==> src/rtl/seq_notas_pkg.sv <==
// Shared definitions for the melody sequencer: state codes, the silent note
// code and the default note/pause durations.
package seq_notas_pkg;

  typedef enum logic [2:0] {
    OCIOSO  = 3'd0,
    CARREGA = 3'd1,
    TOCA    = 3'd2,
    PAUSA   = 3'd3,
    AVANCA  = 3'd4,
    FIM     = 3'd5
  } estado_t;

  localparam int NOTA_SILENCIO  = 0;
  localparam int T_NOTA_PADRAO  = 50_000_000;
  localparam int T_PAUSA_PADRAO = 12_500_000;

  function automatic int max_int(input int a, input int b);
    return (a > b) ? a : b;
  endfunction

endpackage

==> src/rtl/sequenciador_notas_temporizador.sv <==
// temporizador_nota: modulo counter shared by the note and pause phases.
// fim_contagem is high on the last counted cycle; the counter wraps to 0 on
// that same edge so the next phase starts from a clean count.
module temporizador_nota #(
  parameter int CW = 8
) (
  input  logic          clock,
  input  logic          reset,
  input  logic          zera,
  input  logic          conta,
  input  logic [CW-1:0] modulo,
  output logic          fim_contagem
);

  logic [CW-1:0] cont_q;
  logic [CW-1:0] cont_d;

  assign fim_contagem = conta && (cont_q == (modulo - CW'(1)));

  // next count: clear has priority, then count with wrap at terminal value
  always_comb begin
    cont_d = cont_q;
    if (zera) begin
      cont_d = '0;
    end else if (conta) begin
      if (fim_contagem) cont_d = '0;
      else              cont_d = cont_q + CW'(1);
    end
  end

  // count register, cleared asynchronously
  always_ff @(posedge clock or negedge reset) begin
    if (!reset) cont_q <= '0;
    else        cont_q <= cont_d;
  end

endmodule

==> src/rtl/sequenciador_notas.sv <==
// sequenciador_notas: plays memory addresses 0..limite on the buzzer output,
// each note held T_NOTA cycles, and pulses fim when done.
// Optional feature macro SEQ_NOTAS_PAUSA_EN: adds a silent PAUSA phase of
// T_PAUSA cycles after each note. Without it, notes are separated only by
// the AVANCA and CARREGA cycles.
module sequenciador_notas
  import seq_notas_pkg::*;
#(
  parameter int ADDR_W = 4,
  parameter int NOTE_W = 4,
  parameter int T_NOTA = T_NOTA_PADRAO
`ifdef SEQ_NOTAS_PAUSA_EN
  , parameter int T_PAUSA = T_PAUSA_PADRAO
`endif
) (
  input  logic              clock,
  input  logic              reset,
  input  logic              iniciar,
  input  logic              abortar,
  input  logic [ADDR_W-1:0] limite,
  input  logic [NOTE_W-1:0] nota_mem,
  output logic [ADDR_W-1:0] endereco,
  output logic [NOTE_W-1:0] nota_saida,
  output logic              tocando,
  output logic              ocupado,
  output logic              fim,
  output logic [2:0]        db_estado
);

`ifdef SEQ_NOTAS_PAUSA_EN
  localparam int T_MAX = max_int(T_NOTA, T_PAUSA);
`else
  localparam int T_MAX = T_NOTA;
`endif
  localparam int CW = $clog2(T_MAX + 1);

  estado_t           estado_q, estado_d;
  logic [ADDR_W-1:0] endereco_q, endereco_d;
  logic [ADDR_W-1:0] limite_q, limite_d;
  logic [NOTE_W-1:0] nota_q, nota_d;
  logic              t_zera, t_conta, t_fim;
  logic [CW-1:0]     t_modulo;
  logic              ultimo;

  // the last note is the one at the latched limit; the address never wraps
  assign ultimo = (endereco_q == limite_q);

  temporizador_nota #(.CW(CW)) u_temporizador (
    .clock       (clock),
    .reset       (reset),
    .zera        (t_zera),
    .conta       (t_conta),
    .modulo      (t_modulo),
    .fim_contagem(t_fim)
  );

  // next state, datapath updates and timer control; abortar overrides all
  always_comb begin
    estado_d   = estado_q;
    endereco_d = endereco_q;
    limite_d   = limite_q;
    nota_d     = nota_q;
    t_zera     = 1'b0;
    t_conta    = 1'b0;
    t_modulo   = CW'(T_NOTA);
    case (estado_q)
      OCIOSO: begin
        t_zera = 1'b1;
        if (iniciar) begin
          estado_d   = CARREGA;
          limite_d   = limite;
          endereco_d = '0;
        end
      end
      CARREGA: begin
        nota_d   = nota_mem;
        t_zera   = 1'b1;
        estado_d = TOCA;
      end
      TOCA: begin
        t_conta = 1'b1;
        if (t_fim) begin
`ifdef SEQ_NOTAS_PAUSA_EN
          estado_d = PAUSA;
`else
          estado_d = ultimo ? FIM : AVANCA;
`endif
        end
      end
`ifdef SEQ_NOTAS_PAUSA_EN
      PAUSA: begin
        t_conta  = 1'b1;
        t_modulo = CW'(T_PAUSA);
        if (t_fim) estado_d = ultimo ? FIM : AVANCA;
      end
`endif
      AVANCA: begin
        endereco_d = endereco_q + ADDR_W'(1);
        estado_d   = CARREGA;
      end
      FIM: begin
        endereco_d = '0;
        estado_d   = OCIOSO;
      end
      default: begin
        estado_d   = OCIOSO;
        endereco_d = '0;
      end
    endcase
    if (abortar) begin
      estado_d   = OCIOSO;
      endereco_d = '0;
      t_zera     = 1'b1;
    end
  end

  // state and datapath registers
  always_ff @(posedge clock or negedge reset) begin
    if (!reset) begin
      estado_q   <= OCIOSO;
      endereco_q <= '0;
      limite_q   <= '0;
      nota_q     <= '0;
    end else begin
      estado_q   <= estado_d;
      endereco_q <= endereco_d;
      limite_q   <= limite_d;
      nota_q     <= nota_d;
    end
  end

  // Moore outputs decoded from the state register
  always_comb begin
    nota_saida = NOTE_W'(NOTA_SILENCIO);
    if (estado_q == TOCA) nota_saida = nota_q;
    tocando   = (estado_q == TOCA);
    ocupado   = (estado_q != OCIOSO);
    fim       = (estado_q == FIM);
    db_estado = estado_q;
  end

  assign endereco = endereco_q;

endmodule

==> config.mk <==
export PLATFORM = sky130hd
export DESIGN_NAME = sequenciador_notas
export DESIGN_NICKNAME = d
export VERILOG_FILES = /design/src/rtl/seq_notas_pkg.sv /design/src/rtl/sequenciador_notas_temporizador.sv /design/src/rtl/sequenciador_notas.sv
export SDC_FILE = /design/constraint.sdc
export NUM_CORES = 1
export LEC_CHECK = 0
export ABC_AREA = 0
export BUFFER_PORTS_ARGS = -buffer_cell sky130_fd_sc_hd__buf_2
export CAP_MARGIN = 20
export CORE_UTILIZATION = 55
export DETAILED_ROUTE_END_ITERATION = 7
export GPL_TIMING_DRIVEN = 0
export MAX_ROUTING_LAYER = met4
export PLACE_DENSITY = 0.87
export SLEW_MARGIN = 5
export SYNTH_ARGS = -nofsm -noshare
export SYNTH_HDL_FRONTEND = slang
export SYNTH_HIERARCHICAL = 1
export SYNTH_SLANG_ARGS = --single-unit
==> constraint.sdc <==
create_clock -name clock -period 2.54 [get_ports clock]
set_input_delay 0.254 -clock clock [delete_from_list [all_inputs] [get_ports clock]]
set_output_delay 0.254 -clock clock [all_outputs]
set_load 0.05 [all_outputs]
==> run_results.csv <==
group,metric,value,unit
yosys,synthSimpleGateAreaFrac,30.0,%
die,io-pin-count,26,
finish,finalNetCount,498,
yosys,synth_top_family_by_area,"simple AND/OR/NAND/NOR gates",
die,dieWidth,77.6,um
yosys,ys_ff_latch,41,
yosys,yosys.area_share.xor_xnor,16.3,%
power_and_ir_drop,ir_worst_vdd,0.442,mV
yosys,netlist_area,3150,um^2
timing,finalCriticalPeriod,2430,ps
route,vias,2869,
yosys,synth.avg_cell_area,9.26,um^2
setup_path,reg2reg_slack,110,ps
timing,rsz0062_at_grt,"no",
timing,max_slew_margin,42.5,%
setup_path,cp.arrival,2640,ps
yosys,synth_cells,340,
yosys,synthAdderAreaFrac,1.19,%
route,drc_errors,0,
cts,htreeDepth,2,
yosys,synth-seq-area-share,32.6,%
placement,place_inst,543,
die,die-area,6030,um^2
cts,cts_tree,"done",
timing,finalSetupTns,0,ps
cts,clockBufferDepth,2,
yosys,synth_edf_count,0,
yosys,synth_top_cell_by_area,"dfrtp_1",
cts,path_clk_slew,70,ps
setup_path,cp-end-kind,"register",
timing,finalClockSkew,5.27,ps
setup_path,worstSetupEndpoint,"db_estado[0]",
timing,fmax,412,MHz
power_and_ir_drop,p_leak,0.00176,uW
yosys,synth_ff_type,"dfrtp_1",
cts,root_buffer,"clkbuf_8",
worst_hold_path,min_path_type,"in -> async",
timing,final-setup-viol-count,0,
route,wire_per_inst,12.8,um
route,dr.pass1.iters,4,
route,viasPerCell,5.16,
power_and_ir_drop,powerDensity,372,nW/um^2
cts,cts_buffers,5,
setup_path,worstPathMaxFanout,3,
setup_path,rr_worst_depth,12,
die,die_y,77.6,um
setup_path,critPathLaunch,"db_estado[1]",
global_routing,grt_overflow,0,
cts,clk_latency,300,ps
setup_path,worst-setup-path-type,"reg -> reg",
yosys,synthArstFlopShare,100,%
finish,syn2layout_area_growth,26.2,%
setup_path,cp.required,2760,ps
global_routing,track_usage,25.7,%
outcome,status,"completed",
route,wl,7130,um
cts,numClockSinks,41,
yosys,synth-compound-area-share,11.1,%
timing,post-route-period-util,95.5,%
finish,stdcell_area,3970,um^2
yosys,muxShareOfSynthArea,5.01,%
yosys,synth_top_area_share,32.6,%
run,drv_cap,0,
setup_path,start_kind,"register",
finish,drive_above_1_share,16.3,%
timing,finalMaxSlewViolations,0,
placement,dp_hpwl,5470,um
setup_path,timing.rr.end,"db_estado[0]",
timing,worstMarginPinSlew,863,ps
placement,placed_area,3810,um^2
placement,port-buffer-count,25,
route,drt_iter0_markers,114,
global_routing,grt_pass1_wl,11900,um
die,rows,27,
global_routing,grt_max_degree,42,
global_routing,grt_pass1_vias,2706,
finish,n_antenna_cell,0,
placement,routabilityCongestion,0.903,
yosys,yosysUniqueCellTypes,63,
yosys,synth_area_leaders,"dfrtp_1 33%, xnor2_1 8.6%, xor2_1 7.0%",
timing,layout_setup_ws,115,ps
timing,timing.hold.ws,61.4,ps
placement,place_ws,-304,ps
finish,finalNonFillerCells,556,
die,start_util,57.1,%
die,core_area,5510,um^2
setup_path,r2r_start,"db_estado[1]",
yosys,yosys_warnings,6,
global_routing,antenna_found_initial,0,
timing,final-hold-violation-count,0,
route,antenna_left,0,
cts,cts_hold_buffers,0,
## area by class of cell
cell class / instances / area, um^2
fill: 403 / 1530
tap: 72 / 90.1
timing repair buffer: 32 / 178
clock buffer: 6 / 72.6
sequential: 41 / 1030
multi-input combinational: 384 / 2480
inverter: 7 / 36.3
clock inverter: 2 / 10.0
buffer: 12 / 80.1
## worst min path at each step
stage / startpoint / end / slack (ps) / cells past startpoint
after global placement: reset / nota_q[1] / 410 / 1
after global routing: reset / nota_q[1] / 140 / 1
after detailed placement: reset / nota_q[1] / 420 / 1
final: reset / nota_q[1] / 60 / 1
after floorplan: reset / db_estado[0] / -40 / 0
after CTS: reset / nota_q[1] / 90 / 1
## cell families after synthesis
group | count (synthesis)
compound gates | 48
xor+xnor | 57
fa+ha+maj | 3
buf+inv | 21
flops | 41
mux | 13
other cells | 2
simple gates | 155
## synth_stat cells (5+ instances only)
master    instances
a21oi_1           7
and2_1            5
and3_1            9
and4_1            6
clkbuf_1          6
dfrtp_1          41
inv_1             7
mux2_2            6
nand2_1          14
nand3_1          17
nand4_1          14
nor2_1           30
nor3_1           12
nor4_1            9
o21ai_0           9
o31ai_1           5
or3_1             6
or4_1             5
xnor2_1          31
xor2_1           25
## power breakdown
group          leakage, uW  switching (uW)  internal [uW]  total, uW
clock network    0.0000450             224            190        414
registers         0.000549            28.5            693        721
logic              0.00117             200            144        344
## through the flow
step           power (uW)  util (%)
2_1_floorplan         983         -
3_5_place_dp         1050      69.2
5_1_grt              1550      72.1
6_report             1480      72.1
3_3_place_gp         1040      69.2
4_1_cts              1480      71.8
## layer usage
metal	vias up	track usage (%)	share of wire, %
met5	-	-	0
met1	1364	30.2	43
met2	65	46.6	52
met4	0	7.55	1.1
met3	6	2.12	3.1
li1	1434	-	-
## placed cells by master (no fill, tap or decap), drive strengths merged, types with 3 or more instances in the layout
cell type	n
mux2	10
nand3	17
nor2	31
xnor2	31
a21oi	7
nand2	14
o22ai	3
a31oi	4
inv	7
xor2	25
clkbuf	13
conb	108
and3	9
and2	5
and4	6
o31ai	5
nand4	14
buf	37
or3	7
dfrtp	41
nor2b	3
or4	6
a22o	3
nor4	11
ha	3
nor3	13
o21ai	9
nand3b	4
nor4bb	3
mux2i	3
## flip-flops by register name, summed over array words and instances, names as in the netlist
| register | flops |
|---|---|
| db_estado | 3 |
| endereco | 4 |
| limite_q | 4 |
| nota_q | 4 |
| u_temporizador/cont_q | 26 |
## critical path: stages, from the launching register on
cell and delay (ps):
dfrtp_2 370, buf_6 110, inv_6 30, nor3_4 190, clkbuf_8 180, inv_6 30
a2111o_1 350, nor4_4 190, nand2_1 130, nor4_4 400, mux2_4 220, o21ai_2 50
nor3_2 100
## timing repair
action,CTS,global route
setup endpoints to repair,24,24
setup buffers,7,0
resized for setup,6,3
cloned,0,0
pin swaps,5,3
Power figures use the tool's default switching activity.
